<file path="src/rtl/boot_pkg.sv">
// Shared types and constants for the instruction boot loader.
package boot_pkg;

  typedef enum logic [2:0] {
    S_IDLE,
    S_LEN_LO,
    S_LEN_HI,
    S_DATA,
    S_WRITE,
    S_DONE,
    S_ERR,
    S_CSUM
  } boot_state_t;

  localparam int BYTES_PER_INST = 4;

  function automatic int addr_width(input int depth);
    return (depth > 1) ? $clog2(depth) : 1;
  endfunction

endpackage

</file>
<file path="src/rtl/boot_word_assembler.sv">
// Collects bytes little-endian into a 32-bit word and flags the byte that completes it.
module boot_word_assembler
  import boot_pkg::*;
(
  input  logic        clk,
  input  logic        rst,
  input  logic        clear,
  input  logic        byte_en,
  input  logic [7:0]  byte_in,
  output logic [31:0] word_next,
  output logic        word_complete
);

  localparam int IW = $clog2(BYTES_PER_INST);

  logic [IW-1:0] idx;
  logic [31:0]   word;

  // word_next already contains the byte being accepted, so the completed word is usable this cycle
  always_comb begin
    word_next = word;
    word_next[{idx, 3'b000} +: 8] = byte_in;
  end

  assign word_complete = byte_en && (idx == IW'(BYTES_PER_INST - 1));

  always_ff @(posedge clk or posedge rst) begin
    if (rst) begin
      idx  <= '0;
      word <= '0;
    end else if (clear) begin
      idx <= '0;
    end else if (byte_en) begin
      idx  <= idx + IW'(1);
      word <= word_next;
    end
  end

endmodule

</file>
<file path="src/rtl/instr_boot_loader.sv">
// Loads a length-prefixed little-endian program into instruction memory and holds the core in reset until done.
// Optional trailing XOR checksum byte: define BOOT_CHECKSUM_EN.
module instr_boot_loader
  import boot_pkg::*;
#(
  parameter int NUM_INST   = 128,
  parameter int INST_WIDTH = 32,
  parameter int LEN_WIDTH  = 16,
  localparam int AW        = addr_width(NUM_INST)
) (
  input  logic                  clk,
  input  logic                  rst,
  input  logic                  start,
  input  logic [7:0]            byte_in,
  input  logic                  byte_valid,
  output logic                  byte_ready,
  output logic                  imem_we,
  output logic [AW-1:0]         imem_addr,
  output logic [INST_WIDTH-1:0] imem_wdata,
  output logic [LEN_WIDTH-1:0]  inst_count,
  output logic                  core_rstn,
  output logic                  done,
  output logic                  err
);

  localparam logic [LEN_WIDTH-1:0] MAX_LEN = LEN_WIDTH'(NUM_INST);
`ifdef BOOT_CHECKSUM_EN
  localparam boot_state_t S_TAIL = S_CSUM;
`else
  localparam boot_state_t S_TAIL = S_DONE;
`endif

  boot_state_t          state, state_next;
  logic [7:0]           len_lo;
  logic [LEN_WIDTH-1:0] len, len_new;
  logic                 xfer, asm_en, word_complete;
  logic [31:0]          word_next;
`ifdef BOOT_CHECKSUM_EN
  logic [7:0]           csum;
`endif

  assign byte_ready = (state == S_LEN_LO) || (state == S_LEN_HI) ||
                      (state == S_DATA)   || (state == S_CSUM);
  // start wins over a concurrent byte; that byte is dropped
  assign xfer    = byte_valid && byte_ready && !start;
  assign asm_en  = xfer && (state == S_DATA);
  assign len_new = LEN_WIDTH'({byte_in, len_lo});

  boot_word_assembler u_asm (
    .clk           (clk),
    .rst           (rst),
    .clear         (start),
    .byte_en       (asm_en),
    .byte_in       (byte_in),
    .word_next     (word_next),
    .word_complete (word_complete)
  );

  always_ff @(posedge clk or posedge rst) begin
    if (rst) state <= S_IDLE;
    else     state <= state_next;
  end

  always_comb begin
    state_next = state;
    if (start) begin
      state_next = S_LEN_LO;
    end else begin
      case (state)
        S_LEN_LO: if (xfer) state_next = S_LEN_HI;
        S_LEN_HI: if (xfer) begin
          if (len_new == '0)         state_next = S_TAIL;
          else if (len_new > MAX_LEN) state_next = S_ERR;
          else                        state_next = S_DATA;
        end
        S_DATA:   if (word_complete) state_next = S_WRITE;
        S_WRITE:  state_next = (inst_count + LEN_WIDTH'(1) == len) ? S_TAIL : S_DATA;
`ifdef BOOT_CHECKSUM_EN
        S_CSUM:   if (xfer) state_next = (byte_in == csum) ? S_DONE : S_ERR;
`endif
        default:  ;
      endcase
    end
  end

  // Registered outputs are decoded from the next state so they line up with the state they describe
  always_ff @(posedge clk or posedge rst) begin
    if (rst) begin
      imem_we    <= 1'b0;
      imem_addr  <= '0;
      imem_wdata <= '0;
      inst_count <= '0;
      core_rstn  <= 1'b0;
      done       <= 1'b0;
      err        <= 1'b0;
      len_lo     <= '0;
      len        <= '0;
`ifdef BOOT_CHECKSUM_EN
      csum       <= '0;
`endif
    end else begin
      imem_we   <= (state_next == S_WRITE);
      done      <= (state_next == S_DONE);
      err       <= (state_next == S_ERR);
      core_rstn <= (state_next == S_DONE);
      if (start) begin
        inst_count <= '0;
        imem_addr  <= '0;
`ifdef BOOT_CHECKSUM_EN
        csum       <= '0;
`endif
      end else begin
        if (xfer && state == S_LEN_LO) len_lo <= byte_in;
        if (xfer && state == S_LEN_HI) len <= len_new;
        if (word_complete) imem_wdata <= INST_WIDTH'(word_next);
        if (state == S_WRITE) begin
          imem_addr  <= imem_addr + AW'(1);
          inst_count <= inst_count + LEN_WIDTH'(1);
        end
`ifdef BOOT_CHECKSUM_EN
        if (asm_en) csum <= csum ^ byte_in;
`endif
      end
    end
  end

endmodule

</file>
<file path="config.mk">
export PLATFORM = sky130hd
export DESIGN_NAME = instr_boot_loader
export DESIGN_NICKNAME = d
export VERILOG_FILES = /design/src/rtl/boot_pkg.sv /design/src/rtl/boot_word_assembler.sv /design/src/rtl/instr_boot_loader.sv
export SDC_FILE = /design/constraint.sdc
export NUM_CORES = 1
export LEC_CHECK = 0
export CORE_AREA = 8 8 114 116
export DETAILED_ROUTE_END_ITERATION = 16
export DIE_AREA = 0 0 122 124
export PLACE_DENSITY = 0.74
export REMOVE_ABC_BUFFERS = 1
export SETUP_SLACK_MARGIN = 0.05
export SLEW_MARGIN = 20
export SYNTH_ARGS = -nofsm -noshare
export SYNTH_HDL_FRONTEND = slang
export SYNTH_SLANG_ARGS = --single-unit
export TNS_END_PERCENT = 30
</file>
<file path="constraint.sdc">
create_clock -name clk -period 4.5 [get_ports clk]
set_clock_uncertainty 0.05 [all_clocks]
set_input_delay 0.9 -clock clk [delete_from_list [all_inputs] [get_ports clk]]
set_output_delay 0.9 -clock clk [all_outputs]
set_load 0.05 [all_outputs]
</file>
# ---- Word-level counts from Yosys, hierarchy flattened
# Cells that the tools add are included.
# Widths: inputs -> output; s select.
dict set report op_classes {
  n_addsub 4
  shift 2
  order_cmp 1
  n_reduce_logical 17
  bitwise_logic 1
  muxes 15
  n_eq_ne 10
}
# cell count
set ops {}
lappend ops {{$bwmux 32} 1}
lappend ops {{$mux 16} 2}
lappend ops {{$shift 8x7->32 const A} 1}
lappend ops {{$shiftx 8x7->32} 1}
lappend ops {{$mux 3} 7}
lappend ops {{$add 16x1->16 const B} 1}
lappend ops {{$eq 16x16->1} 1}
lappend ops {{$gt 16x8->1 const B} 1}
lappend ops {{$logic_not 16->1} 1}
lappend ops {{$eq 3x3->1 const B} 5}
lappend ops {{$mux 7} 2}
lappend ops {{$pmux 3 s4} 1}
lappend ops {{$reduce_and 2->1} 4}
lappend ops {{$add 7x1->7 const B} 1}
lappend ops {{$neg 5->7} 1}
lappend ops {{$eq 3x2->1 const B} 2}
lappend ops {{$logic_and 1x1->1} 6}
lappend ops {{$mux 2} 2}
lappend ops {{$reduce_bool 2->1} 2}
lappend ops {{$eq 3x1->1 const B} 1}
lappend ops {{$logic_or 1x1->1} 3}
lappend ops {{$add 2x1->2 const B} 1}
lappend ops {{$eq 2x2->1 const B} 1}
lappend ops {{$logic_not 1->1} 1}
lappend ops {{$not 1->1} 1}
dict set report word_totals {
  output_inout_bits 60
  ff_bits 119
  in_bits 12
  elab_cells 61
}

# ---- Logic depth before layout (Yosys ltp)
dict set report depth {
  ltp_word 12
  ltp_mapped 8
  depth_no_buf 7
}

# ---- Hierarchy
# From an unflattened synthesis, not the netlist that was laid out.
dict set report unflattened {
  cells_unflattened 524
  hier_area_um2 6110.9
}
# mod seq_area_each_um2 cells_each area_per_inst_um2 n_inst
set modules_own_cells {}
lappend modules_own_cells {instr_boot_loader 2127.0 365 4187.8 1}
lappend modules_own_cells {boot_word_assembler 850.8 159 1923.1 1}

# ---- Worst setup path after synthesis
# Ideal clock, no wire load.
dict set report synth_timing {
  kind {reg-to-reg}
  startpoint {reg inst_count[1]}
  endpoint {reg state[1]}
  path_stages_with_launch 7
  t_required_ns 4.332
  path_buffers 0
  arrival_time_ns 2.280
  setup_slack_ns 2.051
  synth_period_minus_slack_ns 2.449
  cell_sequence {dfrtp_1 ha_1 nand3_4 or4_4 a221oi_2 nand4_1 a21o_1}
}
dict set report synth_via {
  elab_chain_len 5
}
# item line
set synth_lines {}
lappend synth_lines {{from (decl)} instr_boot_loader.sv:20} ;# output logic [LEN_WIDTH-1:0] inst_count,
lappend synth_lines {{from (signal assigned)} instr_boot_loader.sv:118} ;# inst_count <= inst_count + LEN_WIDTH'(1);
lappend synth_lines {{$add 16x1->16} instr_boot_loader.sv:77} ;# S_WRITE: state_next = (inst_count + LEN_WIDTH'(1) == len) ? S_TAIL : S_DATA;
lappend synth_lines {{$eq 16x16->1} instr_boot_loader.sv:77}
lappend synth_lines {{$mux 3} instr_boot_loader.sv:77}
lappend synth_lines {{$pmux 3 s4} instr_boot_loader.sv:69} ;# case (state)
lappend synth_lines {{$mux 3} instr_boot_loader.sv:66} ;# if (start) begin
lappend synth_lines {{net state_next[1]} instr_boot_loader.sv:33} ;# boot_state_t state, state_next;
lappend synth_lines {{to (signal assigned)} instr_boot_loader.sv:61} ;# else state <= state_next;
lappend synth_lines {{to (decl)} instr_boot_loader.sv:33}
# The timed path passes the listed nets, and every way through them passes these cells.
# A chain may end at the register's enable or synchronous reset.

# ---- Worst setup path after layout
dict set report layout_timing {
  startpoint {in start}
  endpoint {reg imem_wdata[26]}
}
dict set report layout_via {
  elab_chain_len 5
  word_cells_on_any_way 6
  cone_classes {bitwise: 1; reduce/logical: 5}
}
# item line
set layout_lines {}
lappend layout_lines {{from (decl)} instr_boot_loader.sv:13} ;# input logic start,
lappend layout_lines {{$logic_not 1->1} instr_boot_loader.sv:45} ;# assign xfer = byte_valid && byte_ready && !start;
lappend layout_lines {{$logic_and 1x1->1} instr_boot_loader.sv:45}
lappend layout_lines {{$logic_and 1x1->1} instr_boot_loader.sv:46} ;# assign asm_en = xfer && (state == S_DATA);
lappend layout_lines {{$logic_and 1x1->1} boot_word_assembler.sv:25} ;# assign word_complete = byte_en && (idx == IW'(BYTES_PER_INST - 1));
lappend layout_lines {{$reduce_and 2->1 (no source line) (*)} --}
lappend layout_lines {{to (signal assigned)} instr_boot_loader.sv:115} ;# if (word_complete) imem_wdata <= INST_WIDTH'(word_next);
lappend layout_lines {{to (decl)} instr_boot_loader.sv:19} ;# output logic [INST_WIDTH-1:0] imem_wdata,
# Every way passes the cells marked *; elsewhere a longest branch is shown, timed or not.

==> flow_metrics.env <==
export IMPL_hold_depth=2
export IMPL_grt_overflow=0
export IMPL_wl_um=13000
export IMPL_die_h_um=124
export IMPL_n_antenna_cell=0
export IMPL_cts_resized=0
export IMPL_setup_viol=0
export IMPL_portBuffers=71
export IMPL_ys_types=60
export IMPL_postPlaceCellArea_um2=6220
export IMPL_ioPinCount=72
export IMPL_place_ws_ps=1090
export IMPL_nNetsFinal=603
export IMPL_vias=4247
export IMPL_r2r_start="u_asm.idx[0]$_DFFE_PP0P_"
export IMPL_critPathBufInv=1
export IMPL_fin_hold_ws_ps=441
export IMPL_final_core_util_pct=58.4
export IMPL_drv_slew=0
export IMPL_dr_pass1_iters=4
export IMPL_grt_pass1_wl_um=21600
export IMPL_slew_headroom_pct=32.5
export IMPL_die_x_um=122
export IMPL_rsz0062_at_grt="false"
export IMPL_clk_pin_slew_ps=80
export IMPL_cts_max_level=3
export IMPL_startpoint="start"
export IMPL_critPathTopFamily="simple AND/OR/NAND/NOR gates"
export IMPL_async_flop_share_pct=100
export IMPL_cts_buffers=9
export IMPL_path_max_fanout=11
export IMPL_synth_edf_count=0
export IMPL_gr_usage_all_layers_pct=17.7
export IMPL_core_um2=11200
export IMPL_drt_iter0_drc=299
export IMPL_place_hpwl_um=9040
export IMPL_p_per_area_nw_per_um2=365
export IMPL_hold_violations=0
export IMPL_multiInputGateArea_um2=2460
export IMPL_cp_slowest_cell="nor4_1"
export IMPL_crit_chain="clkdlybuf4s50_1, nand3b_2, nor2_1, nand2_1, nor4_1, a22o_1"
export IMPL_postCtsHoldBufs=0
export IMPL_layout_area_seq_um2=2780
export IMPL_synth_area_um2=5470
export IMPL_maxCapViolCount=0
export IMPL_postCtsSetupBuffers=0
export IMPL_hp_class="flip-flop to flip-flop"
export IMPL_avgSynthCellArea_um2=10.3
export IMPL_rows=39
export IMPL_ant_nets=0
export IMPL_synth_cells=533
export IMPL_critPathCaptureType="flip-flop"
export IMPL_path_class="input pin to flip-flop"
export IMPL_hold_path_end="imem_wdata[15]$_DFFE_PP0P_"
export IMPL_cts_root_buf="clkbuf_16"
export IMPL_die_area_um2=15100
export IMPL_cts_tree="done"
export IMPL_p_leak_nw=2.75
export IMPL_post_drt_via_cell_ratio=5.80
export IMPL_area_growth_syn_to_layout_pct=19.5
export IMPL_finish_instance_area_um2=6530
export IMPL_seq_area_frac_synth_pct=50.8
export IMPL_cp_start_kind="input pin"
export IMPL_critPathMaxStageDelay_ps=670
export IMPL_grt_pass1_vias=4373
export IMPL_clock_sinks=111
export IMPL_reg2reg_to="u_asm.word[5]$_DFFE_PP0P_"
export IMPL_max_freq_ghz=0.327
export IMPL_drcViolationCount=0
export IMPL_grt_max_degree=62
export IMPL_routedWlPerCell_um=17.7
export IMPL_synth_seq_cells=111
export IMPL_worst_slack_ps=1440
export IMPL_min_period_ps=3060
export IMPL_fillers=963
export IMPL_synth_flop_cell="dfrtp_1"
export IMPL_setup_tns_ps=0
export IMPL_arrival_ps=3290
export IMPL_vdd_drop_max_mv=0.203
export IMPL_initial_core_util_pct=48.9
export IMPL_critPathRequiredTime_ps=4740
export IMPL_drive_gt1_share_pct=9.85
export IMPL_r2r_cells=6
export IMPL_min_period_over_period_pct=67.9
export IMPL_reg2reg_slack_ps=1830
export IMPL_place_congestion=0.848
export IMPL_yosys_warnings=0
export IMPL_antenna_found_initial=0
export IMPL_status="finished clean"
export IMPL_clk_latency_ps=350
export IMPL_worstMarginPinSlew_ps=1010
export IMPL_cts_buffer_depth=2
export IMPL_hp_start="imem_wdata[15]$_DFFE_PP0P_"
==> cells in the mapped netlist, types with 2 or more instances <==
library cell | instances | area [um^2]
dfrtp_1 | 111 | 2780
nand2_1 | 58 | 218
o21ai_0 | 38 | 190
a21oi_1 | 33 | 165
a22o_1 | 30 | 263
nor2b_1 | 27 | 169
nor2_1 | 26 | 97.6
mux2_2 | 25 | 282
clkbuf_1 | 21 | 78.8
xor2_1 | 16 | 140
xnor2_1 | 13 | 114
nor3_1 | 12 | 60.1
inv_1 | 11 | 41.3
nand3_1 | 10 | 50.1
nor4_1 | 9 | 56.3
buf_2 | 7 | 35.0
ha_1 | 7 | 87.6
or3_1 | 6 | 37.5
nand2b_1 | 5 | 31.3
nand4_1 | 5 | 31.3
and2_1 | 4 | 25.0
and4_1 | 4 | 35.0
and3_1 | 3 | 18.8
buf_4 | 3 | 22.5
buf_6 | 3 | 33.8
o31ai_1 | 3 | 22.5
a211o_1 | 2 | 17.5
a221oi_1 | 2 | 17.5
a31oi_1 | 2 | 12.5
a41oi_1 | 2 | 17.5
buf_1 | 2 | 7.51
nor3b_1 | 2 | 15.0
o211ai_1 | 2 | 15.0
o21bai_1 | 2 | 15.0
or2_2 | 2 | 12.5
==> worst reg2reg max path: cells and delay by family, from the launching register on <==
| family | cells | cell delay [ps] |
|---|---|---|
| simple gates | 3 | 1280 |
| flops | 1 | 440 |
| fa+ha+maj | 1 | 420 |
| buf+inv | 1 | 210 |
| compound gates | 1 | 200 |
==> where the power goes <==
group,switching [W],internal [W]
clock,0.000384,0.000457
combinational,0.000170,0.000182
sequential,0.0000854,0.00110
==> layer usage <==
layer | global-route usage (%) | wire length [um] | vias up
li1 | - | - | 1991
met1 | 21.7 | 5730 | 2100
met2 | 28.7 | 6010 | 129
met3 | 4.53 | 843 | 27
met4 | 8.10 | 375 | 0
met5 | 0 | 0 | -
==> cell usage in the layout (no fill, tap or decap), drive strengths merged, types with 10 or more instances in the layout <==
cell           instances
nand3                 12
inv                   15
mux2                  25
nor2b                 27
clkbuf                10
nor2                  26
nand2                 58
a22o                  30
nor3                  13
xnor2                 13
clkdlybuf4s50         71
a21oi                 33
xor2                  16
dfrtp                111
o21ai                 38
==> area by class of cell <==
| type | instances | area share (%) |
|---|---|---|
| Clock buffer | 10 | 3.66 |
| Clock inverter | 6 | 1.11 |
| Inverter | 11 | 0.670 |
| Multi-Input combinational cell | 374 | 37.7 |
| Sequential cell | 111 | 42.5 |
| Tap cell | 143 | 2.74 |
| Timing Repair Buffer | 77 | 11.6 |
==> metrics by stage <==
stage,power [W],std cells
after floorplan,0.00145,496
final,0.00238,732
after detailed placement,0.00156,716
after global routing,0.00248,732
after CTS,0.00239,732
after global placement,0.00154,716
==> registers in the layout, indices dropped and copies added (netlist names) <==
name	cells
u_asm.word	24
done	1
inst_count	16
err	1
imem_we	1
imem_wdata	32
imem_addr	7
len	16
state	3
u_asm.idx	2
len_lo	8
==> logic make-up (layout without fill, tap and decap cells) <==
| family | Yosys count | count (layout) | synth area share (%) |
|---|---|---|---|
| simple gates | 186 | 186 | 18.4 |
| compound gates | 127 | 127 | 15.3 |
| flops | 111 | 111 | 50.8 |
| buf+inv | 48 | 104 | 4.10 |
| xor+xnor | 29 | 29 | 4.65 |
| mux | 25 | 25 | 5.15 |
| fa+ha+maj | 7 | 7 | 1.60 |
==> how the worst max path moves through the flow <==
stage	slack, ps	cells after the start	end
3_3_place_gp	1230	8	done$_DFF_PP0_
5_1_grt	1190	6	imem_wdata[26]$_DFFE_PP0P_
2_1_floorplan	620	1	done$_DFF_PP0_
3_5_place_dp	1090	6	imem_wdata[29]$_DFFE_PP0P_
6_report	1440	6	imem_wdata[26]$_DFFE_PP0P_
4_1_cts	1420	6	imem_wdata[26]$_DFFE_PP0P_
Power figures use the tool's default switching activity.
